## config.mk

```make
export PLATFORM = sky130hd
export DESIGN_NAME = fetch_stage
export DESIGN_NICKNAME = d
export VERILOG_FILES = /design/src/rtl/riscv_consts.sv /design/src/rtl/fetch_buffer.sv /design/src/rtl/fetch_stage.sv
export SDC_FILE = /design/constraint.sdc
export NUM_CORES = 1
export LEC_CHECK = 0
export CORE_AREA = 3 3 156 158
export DETAILED_ROUTE_END_ITERATION = 10
export DIE_AREA = 0 0 159 161
export PLACE_DENSITY_LB_ADDON = 0.08
export SYNTH_ARGS = -nofsm -noshare
export SYNTH_HDL_FRONTEND = slang
export SYNTH_SLANG_ARGS = --single-unit
```

## constraint.sdc

```tcl
create_clock -name clk -period 8.3 [get_ports clk]
set_input_delay 0.83 -clock clk [delete_from_list [all_inputs] [get_ports clk]]
set_output_delay 0.83 -clock clk [all_outputs]
set_load 0.01 [all_outputs]
```

## src/rtl/riscv_consts.sv

```systemverilog
// rtl/riscv_consts.sv - shared RV32I core constants
package riscv_consts;
    localparam int              XLEN             = 32;
    localparam logic [XLEN-1:0] DEFAULT_RESET_PC = 32'h0000_0000;
    localparam logic [XLEN-1:0] NOP              = 32'h0000_0013;
    localparam int              INSTR_BYTES      = 4;
endpackage

```

## src/rtl/fetch_buffer.sv

```systemverilog
// rtl/fetch_buffer.sv - in-order fetch queue: entries are allocated on request,
// filled on response and popped by decode; flush collapses all pointers onto tail.
module fetch_buffer
    import riscv_consts::*;
#(
    parameter int DEPTH = 4
) (
    input  logic                   clk,
    input  logic                   reset,
    input  logic                   alloc_i,
    input  logic [XLEN-1:0]        alloc_pc_i,
    input  logic                   fill_i,
    input  logic [XLEN-1:0]        fill_instr_i,
    input  logic                   pop_i,
    input  logic                   flush_i,
    output logic                   head_valid_o,
    output logic [XLEN-1:0]        head_pc_o,
    output logic [XLEN-1:0]        head_instr_o,
    output logic [$clog2(DEPTH):0] alloc_cnt_o,
    output logic [$clog2(DEPTH):0] pending_cnt_o
);
    localparam int AW = $clog2(DEPTH);
    localparam int PW = AW + 1;

    logic [PW-1:0]   head_q, head_d;
    logic [PW-1:0]   fill_q, fill_d;
    logic [PW-1:0]   tail_q, tail_d;
    logic [DEPTH-1:0] filled_q;
    logic [XLEN-1:0] pc_q    [DEPTH];
    logic [XLEN-1:0] instr_q [DEPTH];

    logic [AW-1:0] head_idx, fill_idx, tail_idx;
    assign head_idx = head_q[AW-1:0];
    assign fill_idx = fill_q[AW-1:0];
    assign tail_idx = tail_q[AW-1:0];

    always_comb begin
        head_d = head_q;
        fill_d = fill_q;
        tail_d = tail_q;
        if (flush_i) begin
            head_d = tail_q;
            fill_d = tail_q;
        end else begin
            if (alloc_i) tail_d = tail_q + PW'(1);
            if (fill_i)  fill_d = fill_q + PW'(1);
            if (pop_i)   head_d = head_q + PW'(1);
        end
    end

    always_ff @(posedge clk or posedge reset) begin
        if (reset) begin
            head_q   <= '0;
            fill_q   <= '0;
            tail_q   <= '0;
            filled_q <= '0;
        end else begin
            head_q <= head_d;
            fill_q <= fill_d;
            tail_q <= tail_d;
            // fill and alloc never target the same slot: that would need a full queue
            if (fill_i && !flush_i)  filled_q[fill_idx] <= 1'b1;
            if (alloc_i && !flush_i) filled_q[tail_idx] <= 1'b0;
        end
    end

    always_ff @(posedge clk) begin
        if (alloc_i && !flush_i) pc_q[tail_idx]    <= alloc_pc_i;
        if (fill_i && !flush_i)  instr_q[fill_idx] <= fill_instr_i;
    end

    assign head_valid_o  = (head_q != tail_q) && filled_q[head_idx];
    assign head_pc_o     = pc_q[head_idx];
    assign head_instr_o  = instr_q[head_idx];
    assign alloc_cnt_o   = tail_q - head_q;
    assign pending_cnt_o = tail_q - fill_q;
endmodule

```

## src/rtl/fetch_stage.sv

```systemverilog
// rtl/fetch_stage.sv - RV32I fetch: PC, imem request/response handshakes,
// redirect flush with a drop counter for responses still owed to the old stream.
module fetch_stage
    import riscv_consts::*;
#(
    parameter logic [XLEN-1:0] RESET_PC = DEFAULT_RESET_PC,
    parameter int              DEPTH    = 4
) (
    input  logic            clk,
    input  logic            reset,
    output logic            io_imem_req_valid,
    input  logic            io_imem_req_ready,
    output logic [XLEN-1:0] io_imem_req_addr,
    input  logic            io_imem_resp_valid,
    input  logic [XLEN-1:0] io_imem_resp_data,
    input  logic            io_redirect_valid,
    input  logic [XLEN-1:0] io_redirect_target,
    output logic            io_out_valid,
    input  logic            io_out_ready,
    output logic [XLEN-1:0] io_out_instr,
    output logic [XLEN-1:0] io_out_pc
);
    localparam int PW = $clog2(DEPTH) + 1;

    logic [XLEN-1:0] pc_q, pc_d;
    logic [PW-1:0]   drop_q, drop_d;
    logic [PW-1:0]   alloc_cnt, pending_cnt;
    logic [PW:0]     used;
    logic            credit, req_fire, resp_drop, fill, pop;

    assign used      = {1'b0, alloc_cnt} + {1'b0, drop_q};
    assign credit    = used < (PW+1)'(DEPTH);
    assign io_imem_req_valid = credit && !io_redirect_valid;
    assign io_imem_req_addr  = pc_q;
    assign req_fire  = io_imem_req_valid && io_imem_req_ready;
    assign resp_drop = drop_q != '0;
    assign fill      = io_imem_resp_valid && !resp_drop && !io_redirect_valid;
    assign pop       = io_out_valid && io_out_ready;

    always_comb begin
        pc_d   = pc_q;
        drop_d = drop_q;
        if (io_redirect_valid) begin
            pc_d = {io_redirect_target[XLEN-1:2], 2'b00};
            // every old-stream response still in flight must be dropped, minus one arriving now
            drop_d = drop_q + pending_cnt - PW'(io_imem_resp_valid);
        end else begin
            if (req_fire) pc_d = pc_q + XLEN'(INSTR_BYTES);
            if (io_imem_resp_valid && resp_drop) drop_d = drop_q - PW'(1);
        end
    end

    always_ff @(posedge clk or posedge reset) begin
        if (reset) begin
            pc_q   <= RESET_PC;
            drop_q <= '0;
        end else begin
            pc_q   <= pc_d;
            drop_q <= drop_d;
        end
    end

    always @(posedge clk) begin
        if (!reset) assert (!(io_imem_resp_valid && drop_q == '0 && pending_cnt == '0));
    end

    fetch_buffer #(.DEPTH(DEPTH)) u_buf (
        .clk           (clk),
        .reset         (reset),
        .alloc_i       (req_fire),
        .alloc_pc_i    (pc_q),
        .fill_i        (fill),
        .fill_instr_i  (io_imem_resp_data),
        .pop_i         (pop),
        .flush_i       (io_redirect_valid),
        .head_valid_o  (io_out_valid),
        .head_pc_o     (io_out_pc),
        .head_instr_o  (io_out_instr),
        .alloc_cnt_o   (alloc_cnt),
        .pending_cnt_o (pending_cnt)
    );
endmodule

```

==> results.py, run 1 <==
metrics = {
    "outcome": {
        "status": "completed",
    },
    "clock_tree": {
        "clock_latency_ns": 0.54,
        "cts-resized-gates": 0,
        "cts_buffers": 30,
        "cts.clk_slew.worst_paths_ns": 0.06,
        "ctsHoldBuffers": 0,
        "ctsHtreeMaxLevel": 1,
        "cts_root_buf": "clkbuf_16",
        "cts_setup_buffers": 0,
        "clock_path_buffers": 3,
        "cts_tree": "done",
        "numClockSinks": 294,
    },
    "setup_path": {
        "r2r_cells": 9,
        "critical_path.most_common_cell": "buf_4",
        "slowest_delay_ns": 1.11,
        "slowest_stage": "dfrtp_4",
        "cp-start-kind": "flip-flop",
        "arrival_ns": 5.21,
        "end_kind": "flip-flop",
        "crit_chain": "inv_1, fa_1, xnor2_1, ha_1, or4b_4, nor3_2, buf_4, and2_1, buf_4",
        "crit_required_ns": 8.52,
        "cp_max_fo": 65,
        "criticalPathCategory": "reg -> reg",
    },
    "floorplan": {
        "ios": 168,
        "fp.dieH_um": 161,
        "core_area_sq_mm": 0.0233,
        "fp-row-count": 56,
        "initial_utilization_pct": 51.0,
        "die_w_um": 159,
        "die_area_sq_mm": 0.0256,
    },
    "synth": {
        "syn_inst": 638,
        "synth-seq-cells": 294,
        "synth_area_sq_mm": 0.0119,
        "dominantRegCellSynth": "edfxtp_1",
        "synthArstFlopShare_pct": 15.6,
        "syn_area_per_cell_sq_um": 18.6,
        "synth-seq-area-share_pct": 72.5,
        "ys_types": 49,
        "ys_warn_count": 0,
        "synth_edf_count": 248,
    },
    "finish": {
        "layout_common_cells": "edfxtp_1 (248), clkdlybuf4s50_1 (160), mux4_2 (63)",
        "mostFrequentLayoutCell": "edfxtp_1",
        "layout.area.seq_sq_mm": 0.00861,
        "area_delta_synth_final_pct": 24.9,
        "fin_nets": 906,
        "multi_input_area_sq_mm": 0.00308,
        "antenna_cells": 0,
        "nFillCells": 1669,
        "fin_util_pct": 63.7,
        "drive_gt1_share_pct": 16.6,
    },
    "sta": {
        "slew_headroom_pct": 30.9,
        "setup_ws_ns": 3.31,
        "rsz0062_at_grt": "false",
        "finalHoldViolations": 0,
        "finalCritPeriodShare_pct": 60.1,
        "max_freq_ghz": 0.200,
        "setup-tns-final_ns": 0,
        "drv_slew": 0,
        "setup_viol": 0,
        "skew_ns": 0.00618,
        "final.min_clock_period_ns": 4.99,
        "worst_pin_slew_ns": 1.04,
    },
    "power": {
        "clkPwrFrac_pct": 27.4,
        "p_per_area_mw_per_mm2": 327,
        "p_seq_share_pct": 41.3,
        "leakage_nw": 5.05,
        "swShare_pct": 29.5,
        "power_switching_mw": 1.43,
        "internal_power_mw": 3.42,
        "p_comb_share_pct": 31.3,
        "peakVddDrop_mv": 0.247,
        "p_total_mw": 4.84,
    },
    "route": {
        "wl_per_cell_um": 20.7,
        "route.vias.total": 6324,
        "postRouteAntennaNets": 0,
        "dr.pass1.iters": 4,
        "drc_errors": 0,
        "finalWirelength_mm": 24.0,
        "drt-initial-drc-count": 380,
        "viasPerCell": 5.47,
    },
    "worst_hold_path": {
        "worstHoldPathCells": 2,
        "hold_class": "reg -> reg",
    },
    "place": {
        "globalplace.congestion": 0.786,
        "dp_hpwl_mm": 14.9,
        "place_ws_ns": 3.25,
        "io_buffers": 161,
    },
    "grt": {
        "grt_pass1_vias": 6703,
        "grt_max_degree": 66,
        "grt_first_pass_wirelength_mm": 38.4,
        "grt-ovfl-total": 0,
        "antenna_found_initial": 0,
        "track_usage_pct": 19.0,
    },
    "flow_run": {
        "cap_viol_max_count": 0,
    },
}
## Yosys cell counts (12+ instances only)
master / n / area share (%)
xor2_1: 16 / 1.2
o21ai_0: 19 / 0.80
clkbuf_1: 13 / 0.41
nor2_1: 20 / 0.63
edfxtp_1: 248 / 63
ha_1: 17 / 1.8
mux4_2: 63 / 12
dfrtp_1: 46 / 9.7
xnor2_1: 15 / 1.1
nand2_1: 40 / 1.3
nand4_1: 12 / 0.63
nand3_1: 20 / 0.84
inv_1: 18 / 0.57
## through the flow
step / cell area, sq um / std cells / hold slack, ns
6_report: 14800 / 1157 / 0.494
3_5_place_dp: 13800 / 1101 / 0.486
2_1_floorplan: 11900 / 641 / 0.461
3_3_place_gp: 13800 / 1101 / 0.472
4_1_cts: 14800 / 1157 / 0.498
5_1_grt: 14800 / 1157 / 0.524
## per-layer routing
layer	vias up	share of wire (%)	track usage (%)
li1	2874	-	-
met1	3229	43	26.4
met2	188	50	32.2
met3	33	5.1	3.05
met4	0	1.8	4.58
met5	-	0	0
## flip-flops by register name, summed over array words and instances (netlist names)
signal            flops
u_buf.fill_q          3
io_imem_req_addr     30
u_buf.head_q          3
u_buf.instr_q       128
u_buf.pc_q          120
drop_q                3
u_buf.tail_q          3
u_buf.filled_q        4
## critical path: cells and delay by family, from the launching register on
family / cells / cell delay (ns)
AND/OR/NAND/NOR: 3 / 1.72
flip-flops: 1 / 1.11
adder cells (fa/ha/maj): 2 / 0.72
buffers and inverters: 3 / 0.92
XOR/XNOR: 1 / 0.17
## worst paths after layout
kind                                        end         startpoint  slack (ns)
setup / recovery              u_buf.pc_q[2][21]    u_buf.head_q[1]        3.31
hold / removal                u_buf.filled_q[2]  u_buf.filled_q[2]        0.49
setup reg to reg              u_buf.pc_q[2][21]    u_buf.head_q[1]        3.31
hold reg to reg               u_buf.filled_q[2]  u_buf.filled_q[2]        0.49
max in group asynchronous       u_buf.head_q[1]              reset        6.67
min in group asynchronous  io_imem_req_addr[26]              reset        0.85
## power by group through the flow
stage          logic, mW  clock network (mW)  registers [mW]
6_report            1.52                1.33            2.00
2_1_floorplan      0.957                   0            1.89
3_3_place_gp        1.50                   0            2.02
3_5_place_dp        1.54                   0            2.04
4_1_cts             1.55                1.36            2.01
5_1_grt             1.65                1.42            2.03
## cell type report
type,count,share of cell area [%]
Sequential cell,294,58.1
Multi-Input combinational cell,300,20.8
Timing Repair Buffer,170,11.3
Clock buffer,39,5.57
Tap cell,319,2.69
Clock inverter,17,1.12
Inverter,18,0.456
## kinds of logic (layout without fill, tap and decap cells)
group,count (synthesis),after routing,share of synthesized area (%)
other cells,1,4,0.0316
simple gates,129,129,5.85
flops,294,294,72.5
buf+inv,47,244,1.73
fa+ha+maj,22,22,2.64
mux,68,68,12.4
compound gates,46,46,2.55
xor+xnor,31,31,2.29
No activity file was read; power rests on OpenSTA's default activity.
==> run 2: changes to the inputs <==
--- a/config.mk
+++ b/config.mk
@@ -5,9 +5,9 @@
 export SDC_FILE = /design/constraint.sdc
 export NUM_CORES = 1
 export LEC_CHECK = 0
-export CORE_AREA = 3 3 156 158
+export CORE_AREA = 3 3 160 162
 export DETAILED_ROUTE_END_ITERATION = 10
-export DIE_AREA = 0 0 159 161
+export DIE_AREA = 0 0 163 165
 export PLACE_DENSITY_LB_ADDON = 0.08
 export SYNTH_ARGS = -nofsm -noshare
 export SYNTH_HDL_FRONTEND = slang
==> constraint.sdc (replaced) <==
create_clock -name clk -period 4.2 [get_ports clk]
set_input_delay 0.42 -clock clk [delete_from_list [all_inputs] [get_ports clk]]
set_output_delay 0.42 -clock clk [all_outputs]
set_load 0.01 [all_outputs]
==> run 2 against run 1 <==
Compared with the run above:
- worst hold slack got worse by 0.13 ns
- flip-flop and latch count is the same
- via count rose by 1.8%
- global-route usage down 0.18 points
- final area is 0.71% higher
- combinational power grew 110%
- critical path type is now reg -> out
==> results.py, run 2 (synthesis gave the netlist of run 1 again) <==
metrics = {
    "finish": {
        "largest_register_ffs": 128,
        "nFillCells": 1790,
        "area_delta_synth_final_pct": 25.8,
        "stdcell_count": 1169,
        "design_area_sq_mm": 0.0149,
        "largest_register": "u_buf.instr_q",
        "mostFrequentLayoutCell": "edfxtp_1",
        "drive_gt1_share_pct": 17.2,
        "fin_nets": 913,
        "layout_common_cells": "edfxtp_1 (248), clkdlybuf4s50_1 (160), mux4_2 (63)",
        "antenna_cells": 0,
    },
    "route": {
        "wl_per_cell_um": 21.4,
        "drt-initial-drc-count": 334,
        "route.vias.total": 6440,
        "postRouteAntennaNets": 0,
        "viasPerCell": 5.51,
        "drc_errors": 0,
        "finalWirelength_mm": 25.0,
        "dr.pass1.iters": 5,
    },
    "floorplan": {
        "ios": 168,
        "die_area_sq_mm": 0.0269,
        "fp.dieH_um": 165,
        "fp-row-count": 57,
        "initial_utilization_pct": 48.9,
        "core_area_sq_mm": 0.0242,
        "die_w_um": 163,
    },
    "sta": {
        "slew_headroom_pct": 32.0,
        "setup-tns-final_ns": 0,
        "drv_slew": 0,
        "skew_ns": 0.00819,
        "max_freq_ghz": 0.264,
        "final.min_clock_period_ns": 3.79,
        "finalHoldViolations": 0,
        "setup_viol": 0,
        "rsz0062_at_grt": "false",
        "finalCritPeriodShare_pct": 90.3,
        "worst_pin_slew_ns": 1.02,
    },
    "setup_path": {
        "end_kind": "output port",
        "crit_required_ns": 3.78,
        "crit_chain": "buf_4, buf_4, mux4_2, clkdlybuf4s50_1",
        "slowest_stage": "buf_4",
        "cp_max_fo": 37,
        "path_buf_inv": 3,
        "path_delay_family": "buffers and inverters",
        "criticalPathCategory": "reg -> out",
        "slowest_delay_ns": 0.72,
        "cp-start-kind": "flip-flop",
        "critical_path.most_common_cell": "buf_4",
        "arrival_ns": 3.37,
    },
    "clock_tree": {
        "cts.clk_slew.worst_paths_ns": 0.06,
        "cts_buffers": 30,
        "cts_root_buf": "clkbuf_16",
        "clock_latency_ns": 0.54,
        "ctsHoldBuffers": 0,
        "cts-resized-gates": 0,
        "ctsHtreeMaxLevel": 1,
        "clock_path_buffers": 3,
        "cts_tree": "done",
        "numClockSinks": 294,
        "cts_setup_buffers": 0,
    },
    "power": {
        "p_comb_share_pct": 33.2,
        "swShare_pct": 29.2,
        "clkPwrFrac_pct": 28.1,
        "p_per_area_mw_per_mm2": 649,
        "p_seq_share_pct": 38.7,
        "leakage_nw": 5.10,
        "peakVddDrop_mv": 0.427,
        "p_total_mw": 9.68,
        "power_switching_mw": 2.82,
        "internal_power_mw": 6.86,
    },
    "worst_hold_path": {
        "hold_class": "in -> reg",
    },
    "place": {
        "globalplace.congestion": 0.879,
        "placed_area_sq_mm": 0.0139,
        "io_buffers": 161,
        "dp_hpwl_mm": 15.8,
        "placed_cells": 1113,
    },
    "grt": {
        "grt_pass1_vias": 6874,
        "grt_first_pass_wirelength_mm": 38.9,
        "track_usage_pct": 18.8,
        "antenna_found_initial": 0,
        "grt_max_degree": 65,
        "grt-ovfl-total": 0,
    },
    "flow_run": {
        "cap_viol_max_count": 0,
    },
    "outcome": {
        "status": "completed",
    },
}
run 2: cell count changes in the layout (fill, tap and decap cells not counted), sizes merged:
cell	previous run	this run
bufinv	3	5
buf	10	17
clkinv	12	10
run 2: final timing paths:
| kind | start | to | slack, ns | depth (start not counted) |
|---|---|---|---|---|
| worst min-delay path | io_redirect_valid | io_imem_req_addr[18] | 0.37 | 3 |
| min in group asynchronous | reset | drop_q[2] | 0.45 | 2 |
| worst max-delay path | u_buf.head_q[0] | io_out_pc[30] | 0.41 | 4 |
| worst min register to register | u_buf.filled_q[1] | u_buf.filled_q[1] | 0.50 | 2 |
| worst max register to register | u_buf.tail_q[0] | u_buf.pc_q[0][19] | 0.78 | 11 |
| max in group asynchronous | reset | u_buf.head_q[0] | 3.03 | 2 |
run 2: stage by stage:
| stage | utilization [%] | setup WS [ns] | hold WS, ns |
|---|---|---|---|
| after floorplan | - | 0.182 | 0.461 |
| after global placement | 57.3 | 0.808 | 0.474 |
| after detailed placement | 57.3 | 0.757 | 0.485 |
| after CTS | 61.5 | 0.275 | 0.344 |
| after global routing | 61.5 | 0.124 | 0.381 |
| final | 61.5 | 0.406 | 0.368 |
run 2: worst reg2reg max path, stage by stage (launching register included):
cell and delay [ns]:
dfrtp_1 0.40, inv_1 0.10, ha_1 0.15, inv_1 0.04
fa_1 0.37, xnor2_1 0.19, ha_1 0.27, or4b_4 0.55
nor3_2 0.30, buf_4 0.25, and2_2 0.17, buf_4 0.30
run 2: power by group through the flow:
| stage | logic (mW) | registers, mW | clock network, mW |
|---|---|---|---|
| after CTS | 3.30 | 3.74 | 2.78 |
| after floorplan | 1.89 | 3.74 | 0 |
| after global routing | 3.54 | 3.78 | 2.90 |
| final | 3.22 | 3.74 | 2.72 |
| after global placement | 3.22 | 3.78 | 0 |
| after detailed placement | 3.28 | 3.80 | 0 |
run 2: routing by layer:
layer,wire (um),track usage [%]
met4,580,5.54
met2,12300,31.1
met5,0,0
met3,1440,3.69
met1,10700,25.8
run 2: layout make-up:
| cell class | count | area, sq um | share of cell area, % |
|---|---|---|---|
| clock buffers | 39 | 806 | 5.40 |
| clock inverters | 17 | 216 | 1.45 |
| inverters | 18 | 67.6 | 0.453 |
| multi-input cells | 300 | 3080 | 20.6 |
| flip-flops and latches | 294 | 8610 | 57.7 |
| well taps | 324 | 405 | 2.72 |
| repair buffers | 177 | 1740 | 11.7 |
